$ cat src/rtl/npc_pkg.sv
// Shared NPC execute-stage types.
// Shift opcode encoding and small opcode classifiers.
package npc_pkg;

  localparam int SHIFT_OP_W = 3;

  typedef enum logic [SHIFT_OP_W-1:0] {
    SH_SLL = 3'b000,
    SH_SRL = 3'b001,
    SH_SRA = 3'b010,
    SH_ROL = 3'b011,
    SH_ROR = 3'b100
  } shift_op_e;

  // Rotates wrap bits around instead of filling.
  function automatic logic op_rot(
    input logic [SHIFT_OP_W-1:0] op
  );
    return (op == SH_ROL) || (op == SH_ROR);
  endfunction

  // Right-going ops run bit-reversed through the left network.
  function automatic logic op_rev(
    input logic [SHIFT_OP_W-1:0] op
  );
    return (op == SH_SRL) || (op == SH_SRA) ||
           (op == SH_ROR);
  endfunction

  function automatic logic op_rsv(
    input logic [SHIFT_OP_W-1:0] op
  );
    return op > SH_ROR;
  endfunction

endpackage

$ cat src/rtl/shift_stage.sv
// One pipeline slice of the shift network.
// Applies mux levels LO..HI, then registers the payload.
module shift_stage
  import npc_pkg::*;
#(
  parameter int WIDTH = 32,
  parameter int LO    = 0,
  parameter int HI    = 0,
  localparam int L    = $clog2(WIDTH)
) (
  input  logic                  clk,
  input  logic                  rst,
  input  logic                  flush,
  input  logic                  in_valid,
  output logic                  in_ready,
  input  logic [WIDTH-1:0]      in_data,
  input  logic [L-1:0]          in_shamt,
  input  logic [SHIFT_OP_W-1:0] in_op,
  input  logic                  in_word,
  input  logic                  in_fill,
  output logic                  out_valid,
  input  logic                  out_ready,
  output logic [WIDTH-1:0]      out_data,
  output logic [L-1:0]          out_shamt,
  output logic [SHIFT_OP_W-1:0] out_op,
  output logic                  out_word,
  output logic                  out_fill
);

  logic             valid_q;
  logic             rot;
  logic [WIDTH-1:0] net;

  assign in_ready  = !valid_q || out_ready;
  assign out_valid = valid_q;
  assign rot       = op_rot(in_op) && !in_word;

  // Left shift by 2^k per set shamt bit; wrap or constant fill.
  always_comb begin
    net = in_data;
    for (int k = LO; k <= HI; k++) begin
      if (in_shamt[k]) begin
        if (rot)
          net = (net << (1 << k)) |
                (net >> (WIDTH - (1 << k)));
        else
          net = (net << (1 << k)) |
                (in_fill ? ~({WIDTH{1'b1}} << (1 << k))
                         : {WIDTH{1'b0}});
      end
    end
  end

  // Occupancy bit: load when slot frees, cleared by flush/reset.
  always_ff @(posedge clk or posedge rst) begin
    if (rst)
      valid_q <= 1'b0;
    else if (flush)
      valid_q <= 1'b0;
    else if (in_ready)
      valid_q <= in_valid;
  end

  // Payload register; contents are masked by valid_q.
  always_ff @(posedge clk) begin
    if (in_valid && in_ready) begin
      out_data  <= net;
      out_shamt <= in_shamt;
      out_op    <= in_op;
      out_word  <= in_word;
      out_fill  <= in_fill;
    end
  end

endmodule

$ cat src/rtl/shift_unit.sv
// Pipelined barrel shifter for the NPC execute stage.
// Right ops and rotates reuse one left network via bit reversal.
module shift_unit
  import npc_pkg::*;
#(
  parameter int WIDTH  = 32,
  parameter int STAGES = 1
) (
  input  logic                     clk,
  input  logic                     rst,
  input  logic                     flush,
  input  logic                     in_valid,
  output logic                     in_ready,
  input  logic [SHIFT_OP_W-1:0]    in_op,
  input  logic                     in_word,
  input  logic [WIDTH-1:0]         in_data,
  input  logic [$clog2(WIDTH)-1:0] in_shamt,
  output logic                     out_valid,
  input  logic                     out_ready,
  output logic [WIDTH-1:0]         out_data
);

  localparam int L = $clog2(WIDTH);

  logic                  wmode;
  logic [WIDTH-1:0]      rv;
  logic [31:0]           r32;
  logic [31:0]           s32;
  logic [WIDTH-1:0]      x;
  logic [L-1:0]          sh0;
  logic                  fill0;

  logic [WIDTH-1:0]      y;
  logic [SHIFT_OP_W-1:0] yop;
  logic                  yw;
  logic [WIDTH-1:0]      yrev;
  logic [31:0]           top32;
  logic [31:0]           t32;
  logic [31:0]           res32;
  logic [WIDTH-1:0]      wext;

  assign wmode = (WIDTH == 64) && in_word;

  // Front end: pre-reverse, pick fill bit, lay out word operands.
  // Word ops sit in the top half; the low half feeds wrap or fill.
  always_comb begin
    for (int i = 0; i < WIDTH; i++)
      rv[i] = in_data[WIDTH-1-i];
    for (int i = 0; i < 32; i++)
      r32[i] = in_data[31-i];
    s32   = op_rev(in_op) ? r32 : in_data[31:0];
    fill0 = (in_op == SH_SRA) &&
            (wmode ? in_data[31] : in_data[WIDTH-1]);
    sh0   = in_shamt;
    if (wmode)
      sh0[L-1] = 1'b0;
    x = '0;
    if (op_rsv(in_op)) begin
      fill0 = 1'b0;
    end else if (wmode) begin
      x[WIDTH-1 -: 32] = s32;
      x[31:0] = op_rot(in_op) ? s32 : {32{fill0}};
    end else begin
      x = op_rev(in_op) ? rv : in_data;
    end
  end

  for (genvar s = 0; s < STAGES; s++) begin : g_st
    localparam int LO = (s * L) / STAGES;
    localparam int HI = ((s + 1) * L) / STAGES - 1;

    logic                  iv;
    logic                  ir;
    logic [WIDTH-1:0]      id;
    logic [L-1:0]          ish;
    logic [SHIFT_OP_W-1:0] iop;
    logic                  iw;
    logic                  ifl;
    logic                  ov;
    logic                  orr;
    logic [WIDTH-1:0]      od;
    logic [L-1:0]          osh;
    logic [SHIFT_OP_W-1:0] oop;
    logic                  ow;
    logic                  ofl;

    if (s == 0) begin : g_head
      assign iv  = in_valid;
      assign id  = x;
      assign ish = sh0;
      assign iop = in_op;
      assign iw  = wmode;
      assign ifl = fill0;
    end else begin : g_link
      assign iv  = g_st[s-1].ov;
      assign id  = g_st[s-1].od;
      assign ish = g_st[s-1].osh;
      assign iop = g_st[s-1].oop;
      assign iw  = g_st[s-1].ow;
      assign ifl = g_st[s-1].ofl;
    end

    if (s == STAGES - 1) begin : g_tail
      assign orr = out_ready;
    end else begin : g_back
      assign orr = g_st[s+1].ir;
    end

    shift_stage #(
      .WIDTH (WIDTH),
      .LO    (LO),
      .HI    (HI)
    ) u_stage (
      .clk       (clk),
      .rst       (rst),
      .flush     (flush),
      .in_valid  (iv),
      .in_ready  (ir),
      .in_data   (id),
      .in_shamt  (ish),
      .in_op     (iop),
      .in_word   (iw),
      .in_fill   (ifl),
      .out_valid (ov),
      .out_ready (orr),
      .out_data  (od),
      .out_shamt (osh),
      .out_op    (oop),
      .out_word  (ow),
      .out_fill  (ofl)
    );
  end

  assign in_ready  = g_st[0].ir;
  assign out_valid = g_st[STAGES-1].ov;
  assign y         = g_st[STAGES-1].od;
  assign yop       = g_st[STAGES-1].oop;
  assign yw        = g_st[STAGES-1].ow;

  // Back end: undo reversal, sign-extend word results.
  always_comb begin
    for (int i = 0; i < WIDTH; i++)
      yrev[i] = y[WIDTH-1-i];
    top32 = y[WIDTH-1 -: 32];
    for (int i = 0; i < 32; i++)
      t32[i] = top32[31-i];
    res32 = op_rev(yop) ? t32 : top32;
    for (int i = 0; i < WIDTH; i++)
      wext[i] = (i < 32) ? res32[i[4:0]] : res32[31];
    out_data = yw ? wext : (op_rev(yop) ? yrev : y);
  end

endmodule

$ cat config.mk
export PLATFORM = sky130hd
export DESIGN_NAME = shift_unit
export DESIGN_NICKNAME = d
export VERILOG_FILES = /design/src/rtl/npc_pkg.sv /design/src/rtl/shift_stage.sv /design/src/rtl/shift_unit.sv
export SDC_FILE = /design/constraint.sdc
export NUM_CORES = 1
export LEC_CHECK = 0
export CAP_MARGIN = 20
export CORE_MARGIN = 2
export CORE_UTILIZATION = 40
export DETAILED_ROUTE_END_ITERATION = 10
export SYNTH_ARGS = -nofsm -noshare
export SYNTH_HDL_FRONTEND = slang
export SYNTH_HIERARCHICAL = 1
export SYNTH_SLANG_ARGS = --single-unit
$ cat constraint.sdc
create_clock -name clk -period 4.8 [get_ports clk]
set_clock_uncertainty 0.2 [all_clocks]
set_input_delay 0.72 -clock clk [delete_from_list [all_inputs] [get_ports clk]]
set_output_delay 0.72 -clock clk [all_outputs]
set_load 0.03 [all_outputs]
After elaboration in Yosys (flattened, before gate mapping)
Cells that the tools add are included.
{"block": "word_totals", "romBits": 0, "ramBits": 0, "reg_bits": 36, "n_memories": 0, "in_bits": 46, "latch_bits": 0, "output_inout_bits": 34, "elab_cells": 52}
{"block": "op_classes", "n_mux": 21, "n_div": 0, "bitwise": 10, "reduce_logical": 10, "eq_ne": 7, "magnitude_cmp": 1, "addsub": 0, "shift": 0, "mul": 0}
{"operator": "2-to-1 mux 32 bit", "n": 13}
{"operator": "OR 32 bit", "n": 5}
{"operator": "OR 32 x 1 -> 32 bit", "n": 1}
{"operator": "OR 32 x 16 -> 32 bit", "n": 1}
{"operator": "OR 32 x 2 -> 32 bit", "n": 1}
{"operator": "OR 32 x 4 -> 32 bit", "n": 1}
{"operator": "OR 32 x 8 -> 32 bit", "n": 1}
{"operator": "2-to-1 mux 16 bit", "n": 1}
{"operator": "== test 3 x 2 -> 1 bit, second input constant", "n": 3}
{"operator": "2-to-1 mux 8 bit", "n": 1}
{"operator": "== test 3 x 1 -> 1 bit, second input constant", "n": 2}
{"operator": "== test 3 bit, second input constant", "n": 2}
{"operator": "logical OR 1 bit", "n": 6}
{"operator": "2-to-1 mux 1 bit", "n": 4}
{"operator": "2-to-1 mux 4 bit", "n": 1}
{"operator": "> comparator 3 bit, second input constant", "n": 1}
{"operator": "logical AND 1 bit", "n": 2}
{"operator": "2-to-1 mux 2 bit", "n": 1}
{"operator": "nonzero test 2 bit", "n": 1}
{"operator": "zero test 1 bit", "n": 1}

Logic depth before layout (Yosys ltp)
{"block": "depth", "ltp_word": 20, "mapped_depth": 9, "depth_no_buf": 8}

By module
Netlist, hierarchy kept.
{"mod": "shift_stage", "area_each_um2": 3891.2, "instances": 1, "cells_per_inst": 354, "seq_area_each_um2": 1286.2}
{"mod": "shift_unit", "area_each_um2": 1089.8, "instances": 1, "cells_per_inst": 147, "seq_area_each_um2": 0.0}

Worst setup path before layout
OpenSTA, ideal clock, no wires.
{"block": "synth_path", "kind": "input to register", "startpoint": "in in_op[1]", "endpoint": "reg g_st[0].u_stage.out_data[27], data pin", "n_path_buf": 1, "path_stages": 9, "arrival_ps": 2945, "setup_ps": 272, "path_slack_ps": 1384, "required_ps": 4328, "path_cell_list": "xnor2_2 buf_4 mux2i_1 o21ai_0 mux4_2 a21boi_1 o22ai_2 inv_2 mux4_2"}
{"block": "synth_between", "elab_chain_len": 20, "word_cells_on_any_way": 33, "classes_between": "1 x order compare; 4 x eq/ne; 14 x mux; 10 x bitwise; 4 x reduce/logical"}
{"element": "start, declared", "line": "shift_unit.sv:14", "source": "input logic [SHIFT_OP_W-1:0] in_op,"}
{"element": "== test 3 x 1 -> 1 bit or == test 3 x 2 -> 1 bit (tied branches)", "line": "npc_pkg.sv:26", "source": "return (op == SH_SRL) || (op == SH_SRA) ||"}
{"element": "logical OR 1 bit (2 in series)", "line": "npc_pkg.sv:26"}
{"element": "2-to-1 mux 32 bit", "line": "shift_unit.sv:64", "source": "x = op_rev(in_op) ? rv : in_data;"}
{"element": "2-to-1 mux 32 bit *", "line": "shift_unit.sv:58", "source": "if (op_rsv(in_op)) begin"}
{"element": "net g_st[0].id[28]", "line": "shift_unit.sv:74", "source": "logic [WIDTH-1:0] id;"}
{"element": "OR 32 bit or OR 32 x 1 -> 32 bit (tied branches)", "line": "shift_stage.sv:47, shift_stage.sv:44"}
{"element": "2-to-1 mux 32 bit *", "line": "shift_stage.sv:43", "source": "if (rot)"}
{"element": "2-to-1 mux 32 bit *", "line": "shift_stage.sv:42", "source": "if (in_shamt[k]) begin"}
{"element": "(+5 left out)"}
{"element": "2-to-1 mux 32 bit *", "line": "shift_stage.sv:42"}
{"element": "OR 32 bit or OR 32 x 8 -> 32 bit (tied branches)", "line": "shift_stage.sv:47, shift_stage.sv:44"}
{"element": "2-to-1 mux 32 bit *", "line": "shift_stage.sv:43"}
{"element": "2-to-1 mux 32 bit *", "line": "shift_stage.sv:42"}
{"element": "OR 32 bit or OR 32 x 16 -> 32 bit (tied branches)", "line": "shift_stage.sv:47, shift_stage.sv:44"}
{"element": "2-to-1 mux 32 bit *", "line": "shift_stage.sv:43"}
{"element": "2-to-1 mux 32 bit *", "line": "shift_stage.sv:42"}
{"element": "net g_st[0].u_stage.net[27]", "line": "shift_stage.sv:32", "source": "logic [WIDTH-1:0] net;"}
{"element": "end signal, assigned", "line": "shift_stage.sv:67", "source": "out_data <= net;"}
{"element": "end, declared", "line": "shift_stage.sv:23", "source": "output logic [WIDTH-1:0] out_data,"}
Mark *: on every way through the listed nets, which the timed path passes. The rest lies on a longest branch.
A chain may end at the register's enable or synchronous reset.

Worst setup path in the final report
{"block": "layout_path", "startpoint": "in in_op[1]", "endpoint": "reg g_st[0].u_stage.out_data[18], data pin"}
{"block": "layout_between", "word_cells_on_any_way": 35, "classes_between": "1 x order compare; 4 x eq/ne; 16 x mux; 10 x bitwise; 4 x reduce/logical"}
{"element": "== test 3 x 1 -> 1 bit or == test 3 x 2 -> 1 bit (tied branches)", "line": "npc_pkg.sv:26"}
{"element": "logical OR 1 bit (2 in series)", "line": "npc_pkg.sv:26"}
{"element": "2-to-1 mux 32 bit", "line": "shift_unit.sv:64"}
{"element": "2-to-1 mux 32 bit *", "line": "shift_unit.sv:58"}
{"element": "net g_st[0].id[8]", "line": "shift_unit.sv:74"}
{"element": "2-to-1 mux 32 bit *", "line": "shift_stage.sv:42"}
{"element": "OR 32 bit or OR 32 x 2 -> 32 bit (tied branches)", "line": "shift_stage.sv:47, shift_stage.sv:44"}
{"element": "2-to-1 mux 32 bit *", "line": "shift_stage.sv:43"}
{"element": "2-to-1 mux 32 bit * (2 in series)", "line": "shift_stage.sv:42"}
{"element": "OR 32 bit or OR 32 x 8 -> 32 bit (tied branches)", "line": "shift_stage.sv:47, shift_stage.sv:44"}
{"element": "2-to-1 mux 32 bit *", "line": "shift_stage.sv:43"}
{"element": "2-to-1 mux 32 bit * (2 in series)", "line": "shift_stage.sv:42"}
{"element": "net g_st[0].u_stage.net[18]", "line": "shift_stage.sv:32"}
Marks and branches as above.

==> results_dict.tcl <==
set metrics [dict create \
    run_status "complete, but fails checks" \
    violations "DRC" \
    met1_length_um 5890 \
    r2r-start "g_st[0].u_stage/out_valid$_DFFE_PP0P_" \
    cts_resized 0 \
    powerDensity_nw_per_um2 244 \
    layout_common_cells "clkdlybuf4s50_1, nand2_1, mux2i_1, mux2_2" \
    num_vias 4329 \
    die_y_um 113 \
    initial_utilization_pct 41.4 \
    ff2ff_setup_slack_ns 3.23 \
    final_nets 605 \
    combPwrFrac_pct 50.3 \
    fin_util_pct 50.4 \
    maxSlewViolCount 0 \
    antenna_left 0 \
    critPathLaunchType "input pin" \
    clkTransAtPathRegs_ns 0.06 \
    grt-ovfl-total 0 \
    grt_max_degree 42 \
    drive_gt1_share_pct 20.7 \
    finalWirelength_um 13300 \
    fin_tns_setup_ns 0 \
    drt-pass1-iter-count 9 \
    drt_iter0_drc 311 \
    fmax_mhz 231 \
    rsz0062_at_grt "false" \
    dp_hpwl_um 10400 \
    routed.top_layer "met4" \
    cts_buffer_depth 2 \
    core_area_sq_um 11500 \
    tightestPinTransition_ns 1.04 \
    clock_sinks 36 \
    wl_per_cell_um 18.9 \
    port_buffers 78 \
    hp-class "in2async" \
    hold_viol_final 0 \
    grt_pass1_vias 4047 \
    final_common_cell "clkdlybuf4s50_1" \
    area_delta_synth_final_pct 21.6 \
    p_sw_share_pct 36.6 \
    reg2reg_depth 3 \
    max_slew_margin_pct 30.0 \
    antenna_cells 0 \
    period_needed_ns 4.32 \
    viasPerCell 6.16 \
    wl_met2_um 6520 \
    pwr-share-clk_pct 21.6 \
    worstPathArrival_ns 4.12 \
    period_share_pct 90.0 \
    die-width_um 113 \
    cts_setup_buffers 0 \
    worst-setup-path-type "in2reg" \
    root_buffer "clkbuf_16" \
    gp_congestion 0.898 \
    p_total_mw 1.41 \
    hold_buffers 0 \
    crit_fanout 14 \
    end_kind "flip-flop" \
    avgSynthCellArea_sq_um 9.66 \
    drv_cap 0 \
    netlist_area_sq_um 4770 \
    placed_cells 695 \
    internal_power_mw 0.897 \
    p_sw_mw 0.518 \
    track_usage_pct 20.2 \
    cts_tree "yes" \
    syn_inst 494 \
    dieArea_sq_um 12800 \
    cts_made_buffers 5 \
    ir_worst_vdd_v 0.000124 \
    finalSetupViolations 0 \
    drc_errors 6 \
    leakage_nw 2.18 \
    h-tree-depth 2 \
    rows 39 \
    antenna_found_initial 0 \
    stdcell_count 703 \
    wl_met3_um 666 \
    insertion_delay_ns 0.27 \
    yosys_warnings 6 \
    grt_pass1_wl_um 21000 \
    required_ns 4.59 \
    timing.hold.ws_ns 0.388 \
    r2r_end "g_st[0].u_stage/out_data[6]$_DFFE_PP_" \
    ios 80 \
    seq_power_share_pct 28.1 \
]
[how the worst max path moves through the flow]
| stage | slack [ns] | cells past startpoint | to | from |
|---|---|---|---|---|
| after CTS | 0.53 | 10 | g_st[0].u_stage/out_data[18]$_DFFE_PP_ | in_op[1] |
| after global routing | 0.22 | 9 | g_st[0].u_stage/out_data[22]$_DFFE_PP_ | in_op[1] |
| final | 0.48 | 10 | g_st[0].u_stage/out_data[18]$_DFFE_PP_ | in_op[1] |
| after floorplan | 1.38 | 9 | g_st[0].u_stage/out_data[27]$_DFFE_PP_ | in_op[1] |
| after detailed placement | 0.24 | 10 | g_st[0].u_stage/out_data[18]$_DFFE_PP_ | in_op[1] |
| after global placement | 0.29 | 10 | g_st[0].u_stage/out_data[18]$_DFFE_PP_ | in_op[1] |
[metrics by stage]
step                setup slack [ns]  instance area, sq um
finish                         0.479                  5800
global route                   0.222                  5800
CTS                            0.527                  5800
detailed placement             0.236                  5660
global placement               0.290                  5660
floorplan                       1.38                  4790
[layout make-up]
type	count	area, sq um
fill	1083	5710
clock inverter	3	18.8
sequential	36	1080
inverter	13	48.8
multi-input combinational	411	3460
clock buffer	5	125
timing repair buffer	92	893
tap	143	179
[worst max-delay path, cell delays in order]
cell and delay (ns):
clkdlybuf4s50_1 0.46, xnor2_2 0.84, buf_4 0.28, mux2i_1 0.17
o21ai_0 0.18, mux4_2 0.52, mux2i_1 0.54, nand2_1 0.12
o211ai_1 0.12, o21ai_1 0.15
[registers in the layout, summed over array words and instances, names as in the netlist]
register                flops
g_st.u_stage/out_data      32
g_st.u_stage/out_op         3
g_st.u_stage/out_valid      1
[routing by layer]
metal  vias to the layer above  GRT usage (%)
met5                         -              0
met4                         0           4.63
met3                        19           1.93
met2                       165           35.0
met1                      2088           27.5
li1                       2057              -
[power groups by stage]
stage          sequential, mW  combinational (mW)  clock (mW)
2_1_floorplan           0.401               0.480           0
3_3_place_gp            0.403               0.692           0
3_5_place_dp            0.405               0.703           0
4_1_cts                 0.398               0.706       0.310
5_1_grt                 0.402               0.758       0.322
6_report                0.398               0.711       0.306
No activity file was read; power rests on OpenSTA's default activity.
